[src/rtl/tms_boot_pkg.sv]
// Shared types and constants for the TMS1x00 SPI-flash boot loader.
package tms_boot_pkg;

    typedef enum logic [2:0] {
        ST_IDLE,
        ST_CMD,
        ST_READ,
        ST_WRITE,
        ST_FINISH,
        ST_DONE
    } boot_state_t;

    localparam logic [7:0] SPI_READ_CMD = 8'h03;
    localparam int         WORD_BYTES   = 4;

    // Bytes arrive from flash as b0..b3 at [31:0] MSB-first; RAM wants b0 in the low lane.
    function automatic logic [31:0] pack_le(input logic [31:0] flash_order);
        return {flash_order[7:0], flash_order[15:8], flash_order[23:16], flash_order[31:24]};
    endfunction

endpackage

[src/rtl/tms_spi_shift.sv]
// SPI mode-0 engine: SCK divider plus a 32-bit shift register that sends
// MSB first on MOSI and samples MISO into the LSB on every SCK rising edge.
module tms_spi_shift #(
    parameter int DIV = 2
) (
    input  logic        wb_clk_i,
    input  logic        wb_rst_i,
    input  logic        load,
    input  logic        len,
    input  logic        go,
    input  logic [31:0] din,
    input  logic        spi_miso,
    output logic        spi_sck,
    output logic        spi_mosi,
    output logic        bit_done,
    output logic        xfer_done,
    output logic [31:0] shift_q
);

    localparam int DW = (DIV > 1) ? $clog2(DIV) : 1;

    logic [31:0]   shreg;
    logic [DW-1:0] div_cnt;
    logic [5:0]    bits_left;
    logic          active;
    logic          wide;
    logic          half_end;
    logic          last_bit;

    assign half_end  = active && (div_cnt == DW'(DIV - 1));
    assign last_bit  = (bits_left == 6'd1);
    assign bit_done  = half_end && spi_sck;
    // Level flag for the final bit; the transfer completes on the bit_done that accompanies it.
    assign xfer_done = active && last_bit;
    assign shift_q   = shreg;

    always_ff @(posedge wb_clk_i) begin
        if (wb_rst_i) begin
            shreg     <= '0;
            div_cnt   <= '0;
            bits_left <= '0;
            active    <= 1'b0;
            wide      <= 1'b0;
            spi_sck   <= 1'b0;
            spi_mosi  <= 1'b0;
        end else begin
            if (load) begin
                shreg <= din;
            end else if (half_end && !spi_sck) begin
                shreg <= {shreg[30:0], spi_miso};
            end

            // A go on the final falling edge restarts seamlessly, so byte streams stay back to back.
            if (go) begin
                active    <= 1'b1;
                wide      <= len;
                bits_left <= len ? 6'd32 : 6'd8;
                div_cnt   <= '0;
                spi_sck   <= 1'b0;
                spi_mosi  <= (load && len) ? din[31] : 1'b0;
            end else if (half_end) begin
                div_cnt <= '0;
                spi_sck <= ~spi_sck;
                if (spi_sck) begin
                    bits_left <= bits_left - 6'd1;
                    if (last_bit) begin
                        active   <= 1'b0;
                        spi_mosi <= 1'b0;
                    end else begin
                        spi_mosi <= wide ? shreg[31] : 1'b0;
                    end
                end
            end else if (active) begin
                div_cnt <= div_cnt + 1'b1;
            end
        end
    end

endmodule

[src/rtl/tms_rom_boot.sv]
// Boot loader: streams the program image from SPI NOR flash (READ 0x03) into the
// shared program RAM one 32-bit word at a time, then raises done to release the CPU.
module tms_rom_boot
    import tms_boot_pkg::*;
#(
    parameter int          WORDS      = 512,
    parameter logic [23:0] FLASH_ADDR = 24'h000000,
    parameter int          DIV        = 2
) (
    input  logic        wb_clk_i,
    input  logic        wb_rst_i,
    input  logic        boot_en,
    output logic        spi_csb,
    output logic        spi_sck,
    output logic        spi_mosi,
    input  logic        spi_miso,
    output logic        ram_csb,
    output logic        ram_web,
    output logic [8:0]  ram_addr,
    output logic [3:0]  ram_wmask,
    output logic [31:0] ram_din,
    output logic        busy,
    output logic        done
);

    localparam logic [9:0] LAST_WORD = 10'(WORDS - 1);

    boot_state_t state;
    logic [9:0]  word_cnt;
    logic [1:0]  byte_cnt;
    logic        load;
    logic        len;
    logic        go;
    logic        bit_done;
    logic        xfer_done;
    logic        xfer_end;
    logic        last_word;
    logic        byte_last;
    logic [31:0] shift_q;

    assign ram_wmask = 4'b1111;
    assign xfer_end  = bit_done && xfer_done;
    assign last_word = (word_cnt == LAST_WORD);
    assign byte_last = (byte_cnt == 2'(WORD_BYTES - 1));

    always_comb begin
        load = 1'b0;
        len  = 1'b0;
        go   = 1'b0;
        case (state)
            ST_IDLE: begin
                load = boot_en;
                len  = boot_en;
                go   = boot_en;
            end
            ST_CMD:   go = xfer_end;
            ST_READ:  go = xfer_end && !byte_last;
            ST_WRITE: go = !last_word;
            default:  go = 1'b0;
        endcase
    end

    tms_spi_shift #(
        .DIV (DIV)
    ) u_shift (
        .wb_clk_i  (wb_clk_i),
        .wb_rst_i  (wb_rst_i),
        .load      (load),
        .len       (len),
        .go        (go),
        .din       ({SPI_READ_CMD, FLASH_ADDR}),
        .spi_miso  (spi_miso),
        .spi_sck   (spi_sck),
        .spi_mosi  (spi_mosi),
        .bit_done  (bit_done),
        .xfer_done (xfer_done),
        .shift_q   (shift_q)
    );

    always_ff @(posedge wb_clk_i) begin
        if (wb_rst_i) begin
            state    <= ST_IDLE;
            word_cnt <= '0;
            byte_cnt <= '0;
            spi_csb  <= 1'b1;
            ram_csb  <= 1'b1;
            ram_web  <= 1'b1;
            ram_addr <= '0;
            ram_din  <= '0;
            busy     <= 1'b0;
            done     <= 1'b0;
        end else begin
            case (state)
                ST_IDLE: begin
                    if (boot_en) begin
                        state   <= ST_CMD;
                        spi_csb <= 1'b0;
                        busy    <= 1'b1;
                    end else begin
                        state <= ST_DONE;
                    end
                end
                ST_CMD: begin
                    if (xfer_end) begin
                        state    <= ST_READ;
                        byte_cnt <= '0;
                    end
                end
                ST_READ: begin
                    // The shifter never reloads mid-word, so after byte 3 it holds b0..b3 in flash order.
                    if (xfer_end) begin
                        byte_cnt <= byte_cnt + 2'd1;
                        if (byte_last) begin
                            state    <= ST_WRITE;
                            ram_csb  <= 1'b0;
                            ram_web  <= 1'b0;
                            ram_addr <= word_cnt[8:0];
                            ram_din  <= pack_le(shift_q);
                        end
                    end
                end
                ST_WRITE: begin
                    ram_csb  <= 1'b1;
                    ram_web  <= 1'b1;
                    word_cnt <= word_cnt + 10'd1;
                    if (last_word) begin
                        state   <= ST_FINISH;
                        spi_csb <= 1'b1;
                        busy    <= 1'b0;
                    end else begin
                        state <= ST_READ;
                    end
                end
                ST_FINISH: begin
                    state <= ST_DONE;
                    done  <= 1'b1;
                end
                ST_DONE: begin
                    done <= 1'b1;
                end
                default: begin
                    state <= ST_IDLE;
                end
            endcase
        end
    end

endmodule

[config.mk]
export PLATFORM = sky130hd
export DESIGN_NAME = tms_rom_boot
export DESIGN_NICKNAME = d
export VERILOG_FILES = /design/src/rtl/tms_boot_pkg.sv /design/src/rtl/tms_spi_shift.sv /design/src/rtl/tms_rom_boot.sv
export SDC_FILE = /design/constraint.sdc
export NUM_CORES = 1
export LEC_CHECK = 0
export CAP_MARGIN = 20
export CELL_PAD_IN_SITES_DETAIL_PLACEMENT = 1
export CELL_PAD_IN_SITES_GLOBAL_PLACEMENT = 1
export CORE_ASPECT_RATIO = 1.5
export CORE_MARGIN = 2
export CORE_UTILIZATION = 37
export CTS_CLUSTER_SIZE = 30
export DETAILED_ROUTE_END_ITERATION = 8
export PLACE_DENSITY_LB_ADDON = 0.1
export SLEW_MARGIN = 10
export SYNTH_ARGS = -nofsm -noshare
export SYNTH_HDL_FRONTEND = slang
export SYNTH_SLANG_ARGS = --single-unit
[constraint.sdc]
create_clock -name wb_clk_i -period 1.6 [get_ports wb_clk_i]
set_input_delay 0.32 -clock wb_clk_i [delete_from_list [all_inputs] [get_ports wb_clk_i]]
set_output_delay 0.32 -clock wb_clk_i [all_outputs]
set_load 0.03 [all_outputs]
==> impl_metrics.sql <==
INSERT INTO impl_metrics (metric_group, metric, value, unit) VALUES
('global_routing', 'first_global_vias', '3611', ''),
('power_and_ir_drop', 'pwr_density_cell', '958.2', 'nW/um^2'),
('critical_path', 'worstRegToRegCells', '8', ''),
('placement', 'dp_hpwl', '6901', 'um'),
('routing', 'firstDrtPassIters', '4', ''),
('die', 'std_cell_rows', '47', ''),
('cells_and_area', 'filler_cell_count', '1269', ''),
('routing', 'detailedRoute.firstIterationViolations', '117', ''),
('sta', 'setup_ws', '-0.05954', 'ns'),
('sta', 'period_needed', '1.660', 'ns'),
('cells_and_area', 'multiInputGateArea', '1944', 'um^2'),
('routing', 'met2_length', '5597', 'um'),
('die', 'core', '10880', 'um^2'),
('outcome', 'failed_checks', 'negative setup slack', ''),
('die', 'fp.dieArea', '11890', 'um^2'),
('sta', 'final_period_util', '103.7', '%'),
('power_and_ir_drop', 'peakVddDrop', '0.5629', 'mV'),
('power_and_ir_drop', 'p_leak', '2.538', 'nW'),
('placement', 'place_ws', '-0.08899', 'ns'),
('logic_synthesis', 'synth.area.top_cells', 'sky130_fd_sc_hd__dfxtp_1 51%, sky130_fd_sc_hd__mux2i_1 10%, sky130_fd_sc_hd__nand2_1 7.2%', ''),
('critical_path', 'worstSetupEndpointType', 'flip-flop', ''),
('outcome', 'outcome', 'complete, but fails checks', ''),
('clock_tree', 'cts.reportedPaths.clkPinSlew', '0.07', 'ns'),
('cells_and_area', 'post_route_cells_drive_above_1_share', '20.45', '%'),
('die', 'design.portCount', '56', ''),
('clock_tree', 'cts_tree', 'yes', ''),
('placement', 'numPlacedInstances', '652', ''),
('critical_path', 'r2r_start', 'u_shift.bits_left[1]', ''),
('critical_path', 'crit_path_max_incr_delay', '0.33', 'ns'),
('critical_path', 'crit_end', 'u_shift.bits_left[4]', ''),
('placement', 'finalWeightedCongestion', '0.7879', ''),
('cells_and_area', 'n_antenna_cell', '0', ''),
('global_routing', 'total_global_route_track_usage', '17.84', '%'),
('run', 'cap_viol_max_count', '0', ''),
('cells_and_area', 'seqCellArea', '2072', 'um^2'),
('sta', 'grt_setup_unrepaired', 'yes', ''),
('critical_path', 'cp_data_arrival_time', '1.89', 'ns'),
('clock_tree', 'cts_htree_levels', '3', ''),
('global_routing', 'number_of_antenna_violations_at_the_first_check_in_global_routing', '0', ''),
('routing', 'post_drt_via_cell_ratio', '4.996', ''),
('routing', 'wl_met1', '4309', 'um'),
('global_routing', 'grt_max_degree', '33', ''),
('critical_path', 'cell_type_of_the_slowest_stage_on_the_worst_timing_path', 'sky130_fd_sc_hd__dfxtp_2', ''),
('logic_synthesis', 'number_of_enable_type_register_cells_in_the_synthesized_netlist', '0', ''),
('routing', 'routed_wire_length_per_instance', '15.52', 'um'),
('sta', 'fin_setup_tns', '-0.9543', 'ns'),
('hold_path', 'min-delay-path-class', 'input pin to flip-flop', ''),
('logic_synthesis', 'synth_cells', '438', ''),
('global_routing', 'grt_first_pass_wirelength', '17280', 'um'),
('logic_synthesis', 'yosysMostFrequentCell', 'sky130_fd_sc_hd__dfxtp_1', ''),
('logic_synthesis', 'yosysTopAreaCell', 'sky130_fd_sc_hd__dfxtp_1', ''),
('logic_synthesis', 'synth_warn', '0', ''),
('critical_path', 'cp_data_required_time', '1.83', 'ns'),
('routing', 'detail_route_antenna_nets', '0', ''),
('logic_synthesis', 'syn-mean-instance-area', '9.310', 'um^2'),
('routing', 'vias', '3372', ''),
('critical_path', 'startpoint_type', 'flip-flop', ''),
('sta', 'final.setup_skew', '0.005891', 'ns'),
('critical_path', 'critPathLaunch', 'u_shift.bits_left[1]', ''),
('sta', 'final_hold_viol_count', '0', ''),
('power_and_ir_drop', 'power_after_layout', '0.005226', 'W'),
('sta', 'slew_viol_final', '0', ''),
('clock_tree', 'insertion_delay', '0.34', 'ns'),
('critical_path', 'reg2reg_setup_slack', '-0.06', 'ns'),
('clock_tree', 'cts_buffers', '9', ''),
('critical_path', 'timing.setup.critical_path_class', 'flip-flop to flip-flop', ''),
('logic_synthesis', 'synth_commonest_cells', '103 x sky130_fd_sc_hd__dfxtp_1, 78 x sky130_fd_sc_hd__nand2_1, 58 x sky130_fd_sc_hd__nor2_1, 42 x sky130_fd_sc_hd__mux2i_1, 37 x sky130_fd_sc_hd__a21oi_1', ''),
('cells_and_area', 'fin_nets', '531', ''),
('sta', 'setup_viol', '47', ''),
('logic_synthesis', 'yosysSeqAreaShare', '50.57', '%'),
('sta', 'timing.hold.ws', '0.3207', 'ns');
## worst max-delay path: cells and delay by family, from the launching register on
family	cells	cell delay, ns
simple gates	3	0.45
buf+inv	3	0.38
flops	1	0.33
compound gates	1	0.26
fa+ha+maj	1	0.13
## cells in the final DEF (no fill, tap or decap), drive strengths merged, types with 4 or more instances in the layout
cell type / count
nand3: 9
nor3: 8
buf: 54
clkbuf: 11
mux2i: 42
a21oi: 37
ha: 4
xor2: 5
dlygate4sd2: 48
o21ai: 4
dfxtp: 103
xnor2: 7
nand2: 79
nor2: 58
conb: 4
inv: 6
## state kept, by name, indices dropped and copies added, names as in the netlist, 2 cells and up
name               count
byte_cnt               2
u_shift.shift_q       32
state                  3
u_shift.bits_left      6
word_cnt              10
ram_addr               9
ram_din               32
## cells by family after synthesis
| group | synth area share [%] |
|---|---|
| mux | 10.86 |
| fa+ha+maj | 1.227 |
| compound gates | 9.083 |
| buf+inv | 5.370 |
| flops | 50.57 |
| other cells | 0.09196 |
| simple gates | 20.22 |
| xor+xnor | 2.577 |
## metrics by stage
| step | utilization [%] | area, um^2 |
|---|---|---|
| after floorplan | - | 4090 |
| after global placement | 45.67 | 4969 |
| after detailed placement | 45.67 | 4969 |
| after CTS | 49.33 | 5366 |
| after global routing | 50.13 | 5454 |
| final | 50.13 | 5454 |
## final cells by class
cell class | count | share of cell area (%)
Sequential cell | 103 | 37.99
Multi-Input combinational cell | 299 | 35.65
Timing Repair Buffer | 104 | 16.49
Clock buffer | 11 | 4.634
Tap cell | 147 | 3.372
Clock inverter | 5 | 1.445
Inverter | 6 | 0.4129
## worst min-delay path by stage
stage | start | to | slack, ns | cells past startpoint
floorplan | u_shift.wide | u_shift.wide | 0.44 | 2
global placement | done | done | 0.45 | 2
detailed placement | u_shift.shift_q[14] | u_shift.shift_q[15] | 0.47 | 2
CTS | wb_rst_i | done | 0.32 | 2
global route | wb_rst_i | done | 0.33 | 2
finish | wb_rst_i | done | 0.32 | 2
## metal layers
layer / GRT usage, % / vias up
li1: - / 1638
met1: 19.47 / 1665
met2: 33.96 / 51
met3: 3.474 / 18
met4: 6.410 / 0
met5: 0 / -
## where the power goes
part	leakage, nW	internal [W]	switching [W]	total, W
combinational	1.54	0.0000716	0.000138	0.000210
clock	0.166	0.00146	0.000955	0.00241
sequential	0.835	0.00258	0.0000201	0.00260
## timing repair
action                     4_1_cts  5_1_grt
buffers inserted                 3        3
setup endpoints to repair       81       58
cloned                           1        0
pin swaps                        4       12
gates resized for setup         72       15
No activity file was read; power rests on OpenSTA's default activity.
